## src/rtl/dds_sweep_gen.sv

```systemverilog
// ---------------------------------------------------------------------------
// dds_sweep_gen
//
// Direct digital synthesis waveform generator with an optional linear
// frequency up-sweep. A phase accumulator advances by the current frequency
// word on every enabled cycle. Its top bits plus a phase offset address an
// external sine ROM, or feed simple square/triangle/sawtooth shapers. The
// sample path is a three-stage pipeline so that the ROM's one-cycle read
// latency lines up with the other waveforms.
//
// Ports
//   sys_clk, sys_rst   single rising-edge clock, synchronous active-high reset
//   enable             advances the accumulator and the sweep dwell counter
//   wave_select        one-hot: 0001 sine, 0010 square, 0100 triangle,
//                      1000 sawtooth; any other code selects sine
//   cfg_valid/ready    configuration handshake (ready only while not sweeping)
//   cfg_freq           start frequency word
//   cfg_phase          phase offset added to the ROM address
//   cfg_sweep_en       request a linear up-sweep
//   cfg_sweep_step     frequency increment applied once per dwell period
//   cfg_sweep_stop     sweep end frequency
//   sine_rom_addr      registered address to the external sine ROM
//   sine_rom_data      ROM read data, one cycle after the address
//   data_out           registered output sample
//   data_valid         enable delayed by three cycles
//   sweep_done         one-cycle pulse when a sweep finishes
// ---------------------------------------------------------------------------
module dds_sweep_gen #(
    parameter int                 ACC_W     = 32,
    parameter int                 PHASE_W   = 12,
    parameter int                 DATA_W    = 8,
    parameter logic [ACC_W-1:0]   FREQ_INIT = 32'd419430,
    parameter int                 DWELL     = 16
) (
    input  logic                  sys_clk,
    input  logic                  sys_rst,
    input  logic                  enable,
    input  logic [3:0]            wave_select,
    input  logic                  cfg_valid,
    output logic                  cfg_ready,
    input  logic [ACC_W-1:0]      cfg_freq,
    input  logic [PHASE_W-1:0]    cfg_phase,
    input  logic                  cfg_sweep_en,
    input  logic [ACC_W-1:0]      cfg_sweep_step,
    input  logic [ACC_W-1:0]      cfg_sweep_stop,
    output logic [PHASE_W-1:0]    sine_rom_addr,
    input  logic [DATA_W-1:0]     sine_rom_data,
    output logic [DATA_W-1:0]     data_out,
    output logic                  data_valid,
    output logic                  sweep_done
);

    localparam logic [0:0] ST_RUN   = 1'b0;
    localparam logic [0:0] ST_SWEEP = 1'b1;

    localparam int              DW_W       = (DWELL > 1) ? $clog2(DWELL) : 1;
    localparam logic [DW_W-1:0] DWELL_LAST = DW_W'(DWELL - 1);

    logic [0:0]          state_q,     state_d;
    logic [ACC_W-1:0]    acc_q,       acc_d;
    logic [ACC_W-1:0]    freq_cur_q,  freq_cur_d;
    logic [PHASE_W-1:0]  phase_off_q, phase_off_d;
    logic [DW_W-1:0]     dwell_q,     dwell_d;
    logic [ACC_W-1:0]    step_q,      step_d;
    logic [ACC_W-1:0]    stop_q,      stop_d;
    logic                sweep_done_q, sweep_done_d;

    logic [PHASE_W-1:0]  p_q;
    logic [PHASE_W-1:0]  p2_q;
    logic [DATA_W-1:0]   data_q,      data_d;
    logic [2:0]          vld_q;

    logic                accept;
    logic [ACC_W:0]      sweep_sum;

    // Phase bits below the sample width are not needed by any waveform.
    logic [PHASE_W-1:0]  unused_p2_bits;
    assign unused_p2_bits = p2_q;

    assign cfg_ready     = (state_q == ST_RUN);
    assign accept        = cfg_valid && cfg_ready;
    assign sweep_sum     = {1'b0, freq_cur_q} + {1'b0, step_q};
    assign sine_rom_addr = p_q;
    assign data_out      = data_q;
    assign data_valid    = vld_q[2];
    assign sweep_done    = sweep_done_q;

    // Control path: configuration handshake, accumulator and the sweep FSM.
    // A new configuration restarts the accumulator and dwell counter and
    // captures step/stop so the sweep is immune to later cfg_* changes.
    // The one-bit carry of sweep_sum catches a step that wraps past 2^ACC_W.
    always_comb begin
        state_d      = state_q;
        acc_d        = acc_q;
        freq_cur_d   = freq_cur_q;
        phase_off_d  = phase_off_q;
        dwell_d      = dwell_q;
        step_d       = step_q;
        stop_d       = stop_q;
        sweep_done_d = 1'b0;

        if (accept) begin
            freq_cur_d  = cfg_freq;
            phase_off_d = cfg_phase;
            acc_d       = '0;
            dwell_d     = '0;
            step_d      = cfg_sweep_step;
            stop_d      = cfg_sweep_stop;
            if (cfg_sweep_en) begin
                if (cfg_sweep_stop > cfg_freq) begin
                    state_d = ST_SWEEP;
                end else begin
                    sweep_done_d = 1'b1;
                end
            end
        end else begin
            if (enable) begin
                acc_d = acc_q + freq_cur_q;
            end
            if ((state_q == ST_SWEEP) && enable) begin
                if (dwell_q == DWELL_LAST) begin
                    dwell_d = '0;
                    if (sweep_sum[ACC_W] || (sweep_sum[ACC_W-1:0] >= stop_q)) begin
                        freq_cur_d   = stop_q;
                        sweep_done_d = 1'b1;
                        state_d      = ST_RUN;
                    end else begin
                        freq_cur_d   = sweep_sum[ACC_W-1:0];
                    end
                end else begin
                    dwell_d = dwell_q + DW_W'(1);
                end
            end
        end
    end

    // Output shaper for stage 3. The ROM word returns aligned with p2_q,
    // so every waveform is derived from the same phase sample.
    always_comb begin
        data_d = sine_rom_data;
        case (wave_select)
            4'b0010: data_d = p2_q[PHASE_W-1] ? '0 : '1;
            4'b0100: data_d = p2_q[PHASE_W-1] ? ~p2_q[PHASE_W-2 -: DATA_W]
                                              :  p2_q[PHASE_W-2 -: DATA_W];
            4'b1000: data_d = p2_q[PHASE_W-1 -: DATA_W];
            default: data_d = sine_rom_data;
        endcase
    end

    // Control registers.
    always_ff @(posedge sys_clk) begin
        if (sys_rst) begin
            state_q      <= ST_RUN;
            acc_q        <= '0;
            freq_cur_q   <= FREQ_INIT;
            phase_off_q  <= '0;
            dwell_q      <= '0;
            step_q       <= '0;
            stop_q       <= '0;
            sweep_done_q <= 1'b0;
        end else begin
            state_q      <= state_d;
            acc_q        <= acc_d;
            freq_cur_q   <= freq_cur_d;
            phase_off_q  <= phase_off_d;
            dwell_q      <= dwell_d;
            step_q       <= step_d;
            stop_q       <= stop_d;
            sweep_done_q <= sweep_done_d;
        end
    end

    // Sample pipeline. It shifts every cycle regardless of enable; the
    // valid shift register marks which outputs came from enabled cycles.
    always_ff @(posedge sys_clk) begin
        if (sys_rst) begin
            p_q    <= '0;
            p2_q   <= '0;
            data_q <= '0;
            vld_q  <= '0;
        end else begin
            p_q    <= acc_q[ACC_W-1 -: PHASE_W] + phase_off_q;
            p2_q   <= p_q;
            data_q <= data_d;
            vld_q  <= {vld_q[1:0], enable};
        end
    end

endmodule

```

## config.mk

```make
export PLATFORM = sky130hd
export DESIGN_NAME = dds_sweep_gen
export DESIGN_NICKNAME = d
export VERILOG_FILES = /design/src/rtl/dds_sweep_gen.sv
export SDC_FILE = /design/constraint.sdc
export NUM_CORES = 1
export LEC_CHECK = 0
export ABC_AREA = 1
export BUFFER_PORTS_ARGS = -buffer_cell sky130_fd_sc_hd__buf_2
export CORE_MARGIN = 1.5
export CORE_UTILIZATION = 30
export DETAILED_ROUTE_END_ITERATION = 10
export PLACE_DENSITY = 0.49
export SYNTH_ARGS = -nofsm -noshare
export SYNTH_HDL_FRONTEND = slang
export SYNTH_SLANG_ARGS = --single-unit
```

## constraint.sdc

```tcl
create_clock -name sys_clk -period 3.04 [get_ports sys_clk]
set_input_delay 0.304 -clock sys_clk [delete_from_list [all_inputs] [get_ports sys_clk]]
set_output_delay 0.304 -clock sys_clk [all_outputs]
set_load 0.02 [all_outputs]
```

==> results of run 1 <==
final timing paths:
kind | startpoint | endpoint | slack (ps) | cells past startpoint
hold reg to reg | vld_q[1]$_SDFF_PP0_ | vld_q[2]$_SDFF_PP0_ | 410 | 2
hold / removal | cfg_sweep_step[15] | step_q[15]$_SDFFE_PP0P_ | 100 | 3
setup / recovery | freq_cur_q[0]$_SDFFE_PP0P_ | state_q$_SDFFE_PP0P_ | -400 | 23
setup reg to reg | freq_cur_q[0]$_SDFFE_PP0P_ | state_q$_SDFFE_PP0P_ | -400 | 23
state kept, by name (all words and copies together), names as in the netlist, 3 cells and up:
signal         flops
sine_rom_addr     12
vld_q              3
acc_q             32
freq_cur_q        32
step_q            32
data_out           8
phase_off_q       12
stop_q            32
p2_q               9
dwell_q            4
timing repair:
action	4_1_cts	5_1_grt
setup buffers	15	12
gates cloned	1	3
hold endpoints to repair	0	0
resized for setup	225	120
pin swaps	61	55
setup endpoints to repair	34	34
where the power goes:
part | internal, mW | switching [mW]
registers | 2.52 | 0.153
clock network | 1.09 | 1.14
logic | 1.39 | 1.73
total | 5.00 | 3.03
through the flow:
| stage | total power [mW] | worst slack [ps] |
|---|---|---|
| final | 8.025 | -404.9 |
| after global routing | 8.522 | -582.4 |
| after CTS | 7.856 | -337.4 |
| after detailed placement | 5.232 | -722.8 |
| after global placement | 5.217 | -706.9 |
| after floorplan | 4.171 | 2.733 |
per-layer routing:
metal	part of all wire	vias to the layer above
met2	0.46	316
li1	-	6892
met1	0.48	6213
met5	0	-
met4	0.025	0
met3	0.042	55
kinds of logic after synthesis:
logic type	synth area share
AOI/OAI and AO/OA	0.1873
xor gates and xnor gates	0.03445
adders and majority gates	0.1415
buffers and inverters	0.08918
DFF	0.2803
and+or+nand+nor	0.2672
cell type report:
class	count	area share
clock buffer	17	0.02403
clock inverter	14	0.007988
inverter	238	0.05047
multi-input combinational	1413	0.5298
sequential	178	0.2053
tap	539	0.03810
timing repair buffer	368	0.1443
synth_stat cells, types with 8 or more instances:
cell type  count
a21o_1        14
a21oi_1      166
a221oi_1      10
a22oi_1       22
a41oi_1        8
buf_1         13
clkbuf_1      36
dfxtp_1      178
ha_1         139
inv_1        235
nand2_1      358
nand3_1       79
nand3_2       11
nand4_1       18
nor2_1       289
nor3_1        15
nor4_1        10
o211ai_1       8
o211ai_2       9
o21a_1         9
o21ai_0      151
o21bai_1       8
xnor2_1       10
xor2_1        40
worst max-delay path, delay by kind of cell, from the launching register on:
kind | cells | cell delay [ps]
and+or+nand+nor | 16 | 1630
adders and majority gates | 3 | 790
buffers and inverters | 3 | 470
DFF | 1 | 340
xor gates and xnor gates | 1 | 140
==> results.cfg, run 1 <==
[run_status]
status = finished with violations
failed_checks = setup timing

[sta]
relSlewSlack = 0.4606
totalNegativeSetupSlack_ps = -11840
maxSlewViolCount = 0
timing.final.crit_share = 1.133
rsz0062_at_grt = yes
setup_violations = 34
clock_skew_ps = 20.69
finalHoldViolCount = 0
period_needed_ps = 3445
timing.hold.ws_ps = 97.49
setup_ws_ps = -404.9
tightest_slew_ps = 802.9
clock.fmax_mhz = 290.3

[synth]
syn-instance-count = 1883
synth_area_leaders = dfxtp_1, ha_1, nand2_1
ys_seq_area_frac = 0.2803
synth_nets = 2150
synth-edff-count = 0
synth_top_area_frac = 0.2803
synth_largest_area_cell = dfxtp_1
synth_seq_cells = 178
synth_cell_type_count = 46
synthFlopType = dfxtp_1
syn-cell-area_sq_um = 12710
synth.avg_cell_area_sq_um = 6.750
ys_warn_count = 0
async_reset_ff_frac = 0

[clocking]
clk_latency_ps = 470
htreeDepth = 4
cts_inserted_buffers = 17
cts_sinks = 178
cts.path.max_buffers = 2
ctsHoldBuffers = 0
cts_tree = yes
cts.clk_slew.worst_paths_ps = 80
cts_root_buffer = clkbuf_16

[setup_path]
path_cells = ha_4 > fa_2 > nand2_2 > nand2_2 > nand3b_1 > nand2_2 > buf_4 > xor2_2 > ha_1 > nand2_1 > nor2_1 > nand4_1 > nand3_2 > nand2_1 > nand2_2 > nand2_4 > nand3_4 > buf_6 > nand2_8 > buf_12 > nand3_2 > nand2_1 > nor2_1
cp_common_cell = nand2_2
crit_type = flop to flop
start_kind = flop
cp.required_ps = 3440
worstPathArrival_ps = 3840
cp-end-kind = flop
crit_path_top_delay_cell = fa_2
max_stage_delay_ps = 350
crit_fanout = 6

[die]
boundaryPins = 148
row_count = 75
die_h_um = 208.8
dieWidth_um = 208.8
core_region_area_sq_um = 41850
die_area_sq_um = 43610
start_util = 0.3037

[routing]
viasPerCell = 4.870
drt_wl_total_um = 45710
wl_per_cell_um = 16.52
drtAntennaViolNets = 0
firstDrtPassIters = 5
drcViolationCount = 0
drt-initial-drc-count = 710
vias = 13480

[final_layout]
diodes = 0
final_nets = 2483
drive_gt1_frac = 0.3155
multi_input_area_sq_um = 9378
design_area_sq_um = 17700
final_core_util = 0.4229
final_common_cell = nand2_1
seq_area_sq_um = 3635
final_cell_mix = nand2_1, nor2_1, inv_1
synthToLayoutAreaGrowth_pct = 39.26
layout.cells.non_filler = 2767
fill_cells = 4389

[placed_design]
io_buffers = 147
routabilityCongestion = 0.9279
placed_area_sq_um = 15360
dp_cells = 2706
dp.final_hpwl_um = 35520

[global_route]
grt_usage = 0.2081
grt.busiest_layer = met2
grt_antenna_before_repair = 0
grtUsageMet3 = 0.02916
grt_first_pass_wirelength_um = 70950
grt_pass1_vias = 12800
use_met2 = 0.3398
grt_max_degree = 58
met1_usage = 0.2837
grt-ovfl-total = 0

[flow_run]
maxCapViolations = 0

[pwr]
leakage_nw = 8.705
peakVddDrop_mv = 0.3323
power.density_nw_per_um2 = 453.3

[hold_path]
hold_class = input port to flop
(Power assumes the default switching activity.)
==> run 2: changes to the inputs <==
- PLACE_DENSITY: 0.49 -> 0.48
- clock period: 3.04 -> 4 ns (I/O delays scaled with it)
==> results.cfg, run 2 (synthesis gave the netlist of run 1 again) <==
[run_status]
status = finished clean

[flow_run]
maxCapViolations = 0

[final_layout]
synthToLayoutAreaGrowth_pct = 16.92
fill_cells = 4626
design_area_sq_um = 14860
layout.cells.non_filler = 2580
drive_gt1_frac = 0.1416
final_nets = 2295
diodes = 0
final_common_cell = nand2_1
final_cell_mix = nand2_1, nor2_1, inv_1

[sta]
maxSlewViolCount = 0
relSlewSlack = 0.3678
timing.final.crit_share = 0.9393
clock_skew_ps = 16.08
setup_violations = 0
clock.fmax_mhz = 266.2
setup_ws_ps = 242.8
period_needed_ps = 3757
finalHoldViolCount = 0
tightest_slew_ps = 939.6

[placed_design]
placed_area_sq_um = 14130
io_buffers = 147
dp.final_hpwl_um = 35670
dp_slack_ps = 21.38
routabilityCongestion = 0.8826
dp_cells = 2545

[routing]
drt-initial-drc-count = 786
vias = 12650
drt_wl_total_um = 43910
drtAntennaViolNets = 0
viasPerCell = 4.902
firstDrtPassIters = 5
wl_per_cell_um = 17.02
drcViolationCount = 0

[setup_path]
crit_type = flop to flop
critPathLaunch = freq_cur_q[14]$_SDFFE_PP1P_
crit_fanout = 8
start_kind = flop
worstPathArrival_ps = 4090
crit_path_top_delay_cell = dfxtp_1
r2r_start = freq_cur_q[14]$_SDFFE_PP1P_
max_stage_delay_ps = 450
path_cells = ha_1 > a21oi_1 > o21ai_0 > a21o_1 > o21ai_1 > nand3b_1 > nand2_1 > inv_1 > ha_1 > nand2_1 > nand3_1 > nor3_1 > nand3_1 > nor2_4 > nand3_4 > buf_4 > nand2_4 > buf_4 > o211ai_2
cp.required_ps = 4330
cp-end-kind = flop

[clocking]
cts.path.max_buffers = 2
cts_tree = yes
cts_inserted_buffers = 17
cts.clk_slew.worst_paths_ps = 80
ctsHoldBuffers = 0
htreeDepth = 4
cts_sinks = 178
clk_latency_ps = 470
cts_root_buffer = clkbuf_16

[die]
die_area_sq_um = 43610
dieWidth_um = 208.8
start_util = 0.3037
boundaryPins = 148
row_count = 75
core_region_area_sq_um = 41850
die_h_um = 208.8

[hold_path]
hold_class = input port to flop
min_from = cfg_sweep_step[18]

[pwr]
peakVddDrop_mv = 0.2198
pwr-share-clk = 0.308
p_sw_mw = 2.037
power.density_nw_per_um2 = 363.7
power.share.sequential = 0.377
p_int_mw = 3.368
p_comb_frac = 0.314
leakage_nw = 7.345
sw_frac_of_total = 0.3769

[global_route]
grt_pass1_vias = 12210
grt_usage = 0.2042
grt_antenna_before_repair = 0
grt_first_pass_wirelength_um = 68770
grt_max_degree = 78
grt-ovfl-total = 0
-- run 2: cell types whose count changed in the layout (fill, tap and decap cells not counted), sizes merged --
cell | before | now
clkinvlp | 2 | 3
clkinv | 4 | 2
buf | 365 | 180
inv | 246 | 247
clkbuf | 20 | 18
-- run 2: metal layers --
layer,track usage,vias up,share of wire,wire [um]
met5,0,-,0,0
met4,0.06622,0,0.022,945
met3,0.03036,39,0.047,2080
met2,0.3329,297,0.45,19890
met1,0.2759,5778,0.48,21000
li1,-,6533,-,-
-- run 2: power by group through the flow --
| stage | clock, mW | combinational (mW) | sequential, mW |
|---|---|---|---|
| finish | 1.67 | 1.70 | 2.04 |
| floorplan | 0 | 1.13 | 2.04 |
| global placement | 0 | 1.63 | 2.08 |
| CTS | 1.73 | 1.65 | 2.04 |
| detailed placement | 0 | 1.64 | 2.08 |
| global route | 1.80 | 1.93 | 2.05 |
-- run 2: final cells by class --
class	instances	area, sq um	share of cell area
inverters	238	893.4	0.06011
clock buffers	18	429.2	0.02888
repair buffers	180	1007	0.06777
flip-flops and latches	178	3576	0.2406
multi-input cells	1413	8147	0.5482
well taps	539	674.4	0.04538
clock inverters	14	135.1	0.009092
-- run 2: path summary, 6_finish.rpt --
| check | slack, ps | end | cells past startpoint |
|---|---|---|---|
| setup / recovery | 240 | freq_cur_q[17]$_SDFFE_PP1P_ | 19 |
| hold / removal | 190 | step_q[18]$_SDFFE_PP0P_ | 3 |
| setup reg to reg | 240 | freq_cur_q[17]$_SDFFE_PP1P_ | 19 |
| hold reg to reg | 410 | vld_q[2]$_SDFF_PP0_ | 2 |
-- run 2: timing repair --
item,4_1_cts,5_1_grt
setup buffers,0,3
setup endpoints to repair,5,34
hold endpoints to repair,0,0
resized for setup,2,43
pin swaps,0,6
-- run 2: through the flow --
step | TNS [ps] | hold slack (ps) | util | power [mW]
after global placement | -15.57 | 395.5 | 0.3375 | 3.711
after floorplan | 0 | 388.3 | - | 3.169
final | 0 | 190.2 | 0.3551 | 5.405
after CTS | 0 | 165.1 | 0.3511 | 5.414
after global routing | -69.37 | 178.7 | 0.3551 | 5.789
after detailed placement | 0 | 397.6 | 0.3375 | 3.718
-- run 2: worst max-delay path, delay by kind of cell, from the launching register on --
kind / cells / cell delay [ps]
simple gates: 9 / 1200
compound gates: 5 / 940
fa+ha+maj: 2 / 610
flops: 1 / 450
buf+inv: 3 / 420
